$ cat config.mk
export PLATFORM = sky130hd
export DESIGN_NAME = irq_timer_flat
export DESIGN_NICKNAME = d
export VERILOG_FILES = /design/src/rtl/irq_timer_if.sv /design/src/rtl/irq_timer.sv /design/src/flat_wrapper.sv
export SDC_FILE = /design/constraint.sdc
export NUM_CORES = 1
export LEC_CHECK = 0
export BUFFER_PORTS_ARGS = -buffer_cell sky130_fd_sc_hd__buf_4
export CORE_MARGIN = 8
export CORE_UTILIZATION = 35
export DETAILED_ROUTE_END_ITERATION = 10
export PLACE_DENSITY = 0.58
export SETUP_SLACK_MARGIN = 0.4
export SYNTH_ARGS = -nofsm -noshare
export SYNTH_HDL_FRONTEND = slang
export SYNTH_SLANG_ARGS = --single-unit
$ cat constraint.sdc
create_clock -name clk -period 5.5 [get_ports clk]
set_input_delay 0.825 -clock clk [delete_from_list [all_inputs] [get_ports clk]]
set_output_delay 0.825 -clock clk [all_outputs]
set_load 0.01 [all_outputs]
$ cat src/rtl/irq_timer_if.sv
// Peripheral bus bundle between the CPU data port and the interval timer.
interface irq_timer_if;
  logic [31:0] Address;
  logic        MemRead;
  logic        MemWrite;
  logic [31:0] WriteData;
  logic [31:0] ReadData;

  modport master (
    output Address,
    output MemRead,
    output MemWrite,
    output WriteData,
    input  ReadData
  );

  modport slave (
    input  Address,
    input  MemRead,
    input  MemWrite,
    input  WriteData,
    output ReadData
  );
endinterface

$ cat src/rtl/irq_timer.sv
// Memory-mapped interval timer driving the CPU IRQ line.
// Define TIMER_ONESHOT_EN to add TCON[3] one-shot mode.
module irq_timer #(
  parameter logic [31:0] BASE_ADDR = 32'h4000_0000,
  parameter int          PRESCALE  = 1,
  parameter int          PS_W      = 16
) (
  input  logic      clk,
  input  logic      reset,
  irq_timer_if.slave bus,
  output logic      IRQ
);

`ifdef TIMER_ONESHOT_EN
  localparam int TW = 4;
`else
  localparam int TW = 3;
`endif

  localparam logic [31:0] A_TH   = BASE_ADDR;
  localparam logic [31:0] A_TL   = BASE_ADDR + 32'd4;
  localparam logic [31:0] A_TCON = BASE_ADDR + 32'd8;
  localparam logic [PS_W-1:0] PS_LAST = PS_W'(PRESCALE - 1);

  logic [31:0]   th_q, th_d;
  logic [31:0]   tl_q, tl_d;
  logic [TW-1:0] tcon_q, tcon_d;
  logic [PS_W-1:0] ps_cnt_q, ps_cnt_d;

  logic sel_th, sel_tl, sel_tcon;
  logic wr_th, wr_tl, wr_tcon;
  logic tick, ovf, set_irq, stop;

  always_comb begin
    sel_th   = (bus.Address == A_TH);
    sel_tl   = (bus.Address == A_TL);
    sel_tcon = (bus.Address == A_TCON);
    wr_th    = bus.MemWrite && sel_th;
    wr_tl    = bus.MemWrite && sel_tl;
    wr_tcon  = bus.MemWrite && sel_tcon;
  end

  always_comb begin
    tick    = tcon_q[0] && (ps_cnt_q == PS_LAST);
    ovf     = tick && (tl_q == 32'hFFFF_FFFF);
    set_irq = ovf && tcon_q[1];
`ifdef TIMER_ONESHOT_EN
    stop    = ovf && tcon_q[3];
`else
    stop    = 1'b0;
`endif
  end

  always_comb begin
    th_d = th_q;
    if (wr_th)
      th_d = bus.WriteData;
  end

  // A bus write to TL beats a same-edge tick; overflow reloads old TH.
  always_comb begin
    tl_d = tl_q;
    if (tick)
      tl_d = ovf ? th_q : tl_q + 32'd1;
    if (wr_tl)
      tl_d = bus.WriteData;
  end

  // Status set by overflow survives a colliding acknowledge write.
  always_comb begin
    tcon_d = tcon_q;
    if (wr_tcon)
      tcon_d = bus.WriteData[TW-1:0];
    if (set_irq)
      tcon_d[2] = 1'b1;
    if (stop)
      tcon_d[0] = 1'b0;
  end

  always_comb begin
    ps_cnt_d = ps_cnt_q + PS_W'(1);
    if (!tcon_q[0] || !tcon_d[0] || tick)
      ps_cnt_d = '0;
  end

  always_ff @(posedge clk) begin
    if (reset) begin
      th_q     <= '0;
      tl_q     <= '0;
      tcon_q   <= '0;
      ps_cnt_q <= '0;
    end else begin
      th_q     <= th_d;
      tl_q     <= tl_d;
      tcon_q   <= tcon_d;
      ps_cnt_q <= ps_cnt_d;
    end
  end

  always_comb begin
    bus.ReadData = '0;
    if (bus.MemRead) begin
      unique case (1'b1)
        sel_th:   bus.ReadData = th_q;
        sel_tl:   bus.ReadData = tl_q;
        sel_tcon: bus.ReadData = 32'(tcon_q);
        default:  bus.ReadData = '0;
      endcase
    end
  end

  assign IRQ = tcon_q[2];

endmodule

$ cat src/flat_wrapper.sv
// flat-port wrapper written by rule: the top's interface ports become plain ports
module irq_timer_flat 
#(
  parameter logic [31:0] BASE_ADDR = 32'h4000_0000,
  parameter int          PRESCALE  = 1,
  parameter int          PS_W      = 16
)
  (clk, reset, IRQ, bus_Address, bus_MemRead, bus_MemWrite, bus_WriteData, bus_ReadData);
  irq_timer_if bus_i ();
  input  logic clk;
  input  logic reset;
  output logic IRQ;
  input wire logic [$bits(bus_i.Address)-1:0] bus_Address;
  input wire logic [$bits(bus_i.MemRead)-1:0] bus_MemRead;
  input wire logic [$bits(bus_i.MemWrite)-1:0] bus_MemWrite;
  input wire logic [$bits(bus_i.WriteData)-1:0] bus_WriteData;
  output wire logic [$bits(bus_i.ReadData)-1:0] bus_ReadData;
  assign bus_i.Address = bus_Address;
  assign bus_i.MemRead = bus_MemRead;
  assign bus_i.MemWrite = bus_MemWrite;
  assign bus_i.WriteData = bus_WriteData;
  assign bus_ReadData = bus_i.ReadData;
  irq_timer #(.BASE_ADDR(BASE_ADDR), .PRESCALE(PRESCALE), .PS_W(PS_W)) u_core (.clk(clk), .reset(reset), .bus(bus_i), .IRQ(IRQ));
endmodule
Word-level counts from Yosys, hierarchy flattened

Index checks and enable logic that the tools add are counted.

Register bits: 83
Logic and storage cells: 33
Bits of input ports: 68
Output and inout bits: 33

Reductions and logical operators: 14
Add/subtract/negate cells: 2
Mux-type cells: 7
Equal/unequal tests: 4

Operators with widths:

| kind                  | number |
|---|---|
| $mux 32               | 4 |
| $eq 32x31->1 const B  | 3 |
| $pmux 32 s3           | 1 |
| $add 32x1->32 const B | 1 |
| $eq 32x32->1 const B  | 1 |
| $add 16x1->16 const B | 1 |
| $logic_not 16->1      | 1 |
| $logic_and 1x1->1     | 6 |
| $reduce_bool 2->1     | 2 |
| $mux 3                | 1 |
| $logic_not 1->1       | 2 |
| $logic_or 1x1->1      | 2 |
| $reduce_or 2->1       | 1 |
| $mux 1                | 1 |

Logic depth before layout (Yosys ltp)

Word-level depth: 7
Gate-level depth with buffers: 9
Depth with buffers taken out: 8

Least setup slack after synthesis

OpenSTA, ideal clock, no wires.

Path kind: input-to-output
From: input port bus_Address[25]
To: output port bus_ReadData[11]
Path buffers: 3
Stages: 8
Data required time: 4675 ps
Slack: 2338 ps
Arrival: 2337 ps
Cell sequence: nor4b_1 -> and4_1 -> clkbuf_1 -> and3_1 -> clkbuf_1 -> buf_1 -> a22oi_1 -> nor2_1

Longest elaborated chain between the ends: 3
Elaborated cells on any way between the ends: 5
Classes of those cells: 3 x eq/ne; 2 x mux

Ends and longest elaborated chain:

| element                                | RTL line                                          | source |
|---|---|---|
| start: declaration                     | flat_wrapper.sv:13                                | `input wire logic [$bits(bus_i.Address)-1:0] bus_Address;` |
| $eq 32x31->1, on equally long branches | irq_timer.sv:37, irq_timer.sv:35, irq_timer.sv:36 |  |
| $pmux 32 s3 *                          | irq_timer.sv:103                                  | `unique case (1'b1)` |
| $mux 32 *                              | irq_timer.sv:102                                  | `if (bus.MemRead) begin` |
| end: declaration                       | flat_wrapper.sv:17                                | `output wire logic [$bits(bus_i.ReadData)-1:0] bus_ReadData;` |

Every way passes the cells marked *; elsewhere a longest branch is shown, timed or not.

Worst setup path in the final report

From: input port bus_Address[1]
To: output port bus_ReadData[2]

The elaborated chain is that of the path after synthesis.

==> metrics.txt <==
# TYPE chip_impl_metric gauge
chip_impl_metric{name="layout.nets",unit=""} 772
chip_impl_info{name="crit_type",value="in2out"} 1
chip_impl_metric{name="power.combinational.fraction",unit="%"} 4.6
chip_impl_metric{name="wl_per_cell",unit="microns"} 17.86
chip_impl_metric{name="fp.coreArea",unit="sq um"} 13830
chip_impl_metric{name="yosys_synthesis_warning_count",unit=""} 0
chip_impl_info{name="post-synth-top-count-cell",value="sky130_fd_sc_hd__nor2_1"} 1
chip_impl_metric{name="vdd_ir_drop_max",unit="mV"} 0.1472
chip_impl_metric{name="utilization_after_layout",unit="%"} 43.74
chip_impl_metric{name="rows",unit=""} 43
chip_impl_metric{name="power.leakage",unit="nW"} 2.090
chip_impl_metric{name="place_congestion",unit=""} 0.8598
chip_impl_metric{name="clkPwrFrac",unit="%"} 48.6
chip_impl_metric{name="post-route-worst-setup-slack",unit="ns"} 1.605
chip_impl_metric{name="die_x_extent",unit="microns"} 134.6
chip_impl_info{name="postSynth.topFlopCell",value="sky130_fd_sc_hd__dfxtp_1"} 1
chip_impl_metric{name="synth.net_count",unit=""} 702
chip_impl_metric{name="yosysSeqAreaShare",unit="%"} 33.75
chip_impl_metric{name="postCtsSetupRepairBufs",unit=""} 0
chip_impl_metric{name="timing.setup.tns",unit="ns"} 0
chip_impl_metric{name="timing_worst_slew_pin_value",unit="ns"} 1.140
chip_impl_info{name="worst_setup_path_start_kind",value="primary input"} 1
chip_impl_info{name="netlist_top_cells_count",value="sky130_fd_sc_hd__nor2_1, sky130_fd_sc_hd__dfxtp_1, sky130_fd_sc_hd__nand2_1, sky130_fd_sc_hd__mux2i_1, sky130_fd_sc_hd__nand3_1"} 1
chip_impl_info{name="reg_to_reg_startpoint",value="u_core.tl_q[1]"} 1
chip_impl_metric{name="final_worst_path_period_share",unit="%"} 70.83
chip_impl_metric{name="initialDrtViolationCount",unit=""} 374
chip_impl_metric{name="floorplan.die.height",unit="microns"} 134.6
chip_impl_info{name="worst_setup_path_end_kind",value="output port"} 1
chip_impl_metric{name="rr_worst_depth",unit=""} 7
chip_impl_info{name="synth_top_cell_by_area",value="sky130_fd_sc_hd__dfxtp_1"} 1
chip_impl_metric{name="report.final.hold_viol_count",unit=""} 0
chip_impl_metric{name="synth_cells",unit=""} 631
chip_impl_metric{name="grt_pass1_vias",unit=""} 4977
chip_impl_metric{name="dr.pass1.iters",unit=""} 5
chip_impl_metric{name="power.density_cell_area",unit="nW/um^2"} 212.4
chip_impl_metric{name="clock_insertion_delay_worst_skew",unit="ns"} 0.35
chip_impl_metric{name="preCtsSetupSlack",unit="ns"} 1.610
chip_impl_metric{name="reg_to_reg_setup_timing_slack",unit="ns"} 2.46
chip_impl_metric{name="timing.final.crit_period",unit="ns"} 3.895
chip_impl_metric{name="power.switching_fraction",unit="%"} 22.97
chip_impl_metric{name="fraction_of_layout_cells_with_a_size_suffix_above_1",unit="%"} 20.11
chip_impl_metric{name="internal_power",unit="mW"} 0.9895
chip_impl_metric{name="synth-edff-count",unit=""} 0
chip_impl_metric{name="grt_first_pass_wirelength",unit="microns"} 25710
chip_impl_metric{name="yosysTopAreaCellShare",unit="%"} 33.75
chip_impl_metric{name="whs_path_depth",unit=""} 2
chip_impl_metric{name="pin_count_of_the_biggest_net_entering_global_routing",unit=""} 53
chip_impl_metric{name="max_freq",unit="MHz"} 256.7
chip_impl_metric{name="antenna_found_initial",unit=""} 0
chip_impl_metric{name="boundaryPins",unit=""} 101
chip_impl_metric{name="slew-limit-headroom",unit="%"} 24.02
chip_impl_metric{name="flow.area_growth_from_synthesis",unit="%"} 22.85
chip_impl_metric{name="crit_arrival",unit="ns"} 3.07
chip_impl_metric{name="dieArea",unit="sq um"} 18120
chip_impl_metric{name="cts.path.max_buffers",unit=""} 2
chip_impl_info{name="timing.critical_path.from",value="bus_Address[1]"} 1
chip_impl_info{name="r2r-end",value="u_core.tl_q[17]"} 1
chip_impl_metric{name="synthesis.area_per_instance",unit="sq um"} 7.803
chip_impl_metric{name="clock_sinks",unit=""} 83
chip_impl_info{name="cts.root.buffer_cell",value="sky130_fd_sc_hd__clkbuf_16"} 1
chip_impl_metric{name="final-setup-viol-count",unit=""} 0
chip_impl_metric{name="io_buffers",unit=""} 100
chip_impl_metric{name="max_cap_violations",unit=""} 0
chip_impl_info{name="hold_path.class",value="reg2reg"} 1
chip_impl_metric{name="detailed_place_hpwl",unit="microns"} 11160
chip_impl_info{name="min_to",value="u_core.tcon_q[2]"} 1
chip_impl_metric{name="total_power",unit="mW"} 1.284
chip_impl_metric{name="fin_hold_ws",unit="ns"} 0.4806
chip_impl_metric{name="yosys_register_bits",unit=""} 83
chip_impl_info{name="cts_tree",value="done"} 1
chip_impl_metric{name="avgViaCountPerCell",unit=""} 5.633
chip_impl_metric{name="report.final.slew_viol_count",unit=""} 0
chip_impl_metric{name="power_dissipated_by_switching_net_loads",unit="mW"} 0.2950
chip_impl_metric{name="final.fill_count",unit=""} 1415
chip_impl_metric{name="synth_cell_types",unit=""} 60
chip_impl_metric{name="detail_route.wirelength",unit="microns"} 15820
chip_impl_info{name="rsz_0062_raised_after_global_routing",value="false"} 1
chip_impl_metric{name="async_flop_share",unit="%"} 0
chip_impl_metric{name="detail-route-antenna-nets",unit=""} 0
chip_impl_metric{name="syn_area",unit="sq um"} 4923
chip_impl_info{name="holdCritStartpoint",value="u_core.tcon_q[1]"} 1
chip_impl_metric{name="track_usage",unit="%"} 17.45
chip_impl_metric{name="worst_clock_skew",unit="ns"} 0.007653
chip_impl_metric{name="cp_data_required_time",unit="ns"} 4.68
chip_impl_metric{name="post_cts_resize_count",unit=""} 0
chip_impl_metric{name="drc_errors",unit=""} 0
chip_impl_metric{name="grt_overflow",unit=""} 0
chip_impl_metric{name="cts_inserted_buffers",unit=""} 9
chip_impl_metric{name="clock_input_transition_at_the_sequential_cells_of_the_worst_setup_and_hold_paths",unit="ns"} 0.07
chip_impl_info{name="synthTopCellsByArea",value="sky130_fd_sc_hd__dfxtp_1, sky130_fd_sc_hd__nor2_1, sky130_fd_sc_hd__mux2i_1"} 1
chip_impl_info{name="run_status",value="complete, no violations"} 1
chip_impl_metric{name="effective_utilization_at_floorplan",unit="%"} 35.61
chip_impl_metric{name="power.sequential.fraction",unit="%"} 46.8
chip_impl_metric{name="worstPathMaxFanout",unit=""} 17
chip_impl_metric{name="postCtsHoldBufs",unit=""} 0
chip_impl_metric{name="diodes",unit=""} 0
chip_impl_metric{name="vias",unit=""} 4991
chip_impl_metric{name="htreeDepth",unit=""} 3
==> routing by layer <==
layer	track usage (%)	wire [microns]	up-vias
li1	-	-	2407
met1	21.16	6985	2437
met2	29.90	7765	126
met3	3.455	785	21
met4	6.363	285	0
met5	0	0	-
==> worst max path at each step <==
stage,endpoint,slack (ns),depth (start not counted)
final,bus_ReadData[2],1.60,8
after global routing,bus_ReadData[3],1.37,9
after CTS,bus_ReadData[13],1.61,9
after detailed placement,bus_ReadData[13],1.61,9
after global placement,bus_ReadData[4],1.65,9
after floorplan,bus_ReadData[11],2.34,8
==> cell type report <==
cell class,instances,area [sq um],share of cell area [%]
repair buffers,107,803.3,13.28
well taps,180,225.2,3.724
clock buffers,9,225.2,3.724
clock inverters,7,76.32,1.262
inverters,11,41.29,0.6827
flip-flops and latches,83,1662,27.47
multi-input cells,489,3015,49.86
==> power groups by stage <==
stage | clock network, mW | registers, mW | logic [mW]
finish | 0.624 | 0.601 | 0.0594
global route | 0.659 | 0.600 | 0.0630
CTS | 0.634 | 0.601 | 0.0594
detailed placement | 0 | 0.614 | 0.0591
global placement | 0 | 0.614 | 0.0579
floorplan | 0 | 0.614 | 0.0133
==> critical path: stages <==
cell	delay, ns
sky130_fd_sc_hd__buf_4	0.11
sky130_fd_sc_hd__nor4_1	0.37
sky130_fd_sc_hd__and4_1	0.33
sky130_fd_sc_hd__and3_1	0.61
sky130_fd_sc_hd__buf_4	0.38
sky130_fd_sc_hd__a21oi_1	0.11
sky130_fd_sc_hd__nor2_1	0.18
sky130_fd_sc_hd__buf_4	0.16
==> state kept, by name (all words and copies together) (netlist names) <==
name	cells
u_core.ps_cnt_q	16
u_core.th_q	32
u_core.tcon_q	3
u_core.tl_q	32
==> kinds of logic (layout without fill, tap and decap cells) <==
group                      Yosys count  in the layout  share of synthesized area (%)
AOI/OAI and AO/OA                  122            122                          17.21
buffers and inverters               59            134                          5.286
and+or+nand+nor                    289            289                          28.56
DFF                                 83             83                          33.75
muxes                               41             41                          8.386
xor gates and xnor gates            34             34                          6.048
adders and majority gates            3              3                         0.7625
==> metrics by stage <==
| stage | instance area, sq um | std cells |
|---|---|---|
| after floorplan | 4923 | 631 |
| after global placement | 5747 | 870 |
| after detailed placement | 5747 | 870 |
| after CTS | 6048 | 886 |
| after global routing | 6048 | 886 |
| final | 6048 | 886 |
==> cells in the final DEF, fill, tap and decap left out, types with 10 or more instances in the layout <==
cell type,count
sky130_fd_sc_hd__nand3_1,32
sky130_fd_sc_hd__nand2_1,48
sky130_fd_sc_hd__xnor2_1,20
sky130_fd_sc_hd__nor2_1,125
sky130_fd_sc_hd__buf_4,107
sky130_fd_sc_hd__nand4_1,15
sky130_fd_sc_hd__inv_1,11
sky130_fd_sc_hd__xor2_1,14
sky130_fd_sc_hd__o21ai_0,22
sky130_fd_sc_hd__mux2i_1,39
sky130_fd_sc_hd__nor3_1,10
sky130_fd_sc_hd__a22oi_1,30
sky130_fd_sc_hd__dfxtp_1,83
sky130_fd_sc_hd__a21oi_1,24
sky130_fd_sc_hd__and3_1,13
sky130_fd_sc_hd__nor4_1,14
No activity file was read; power rests on OpenSTA's default activity.
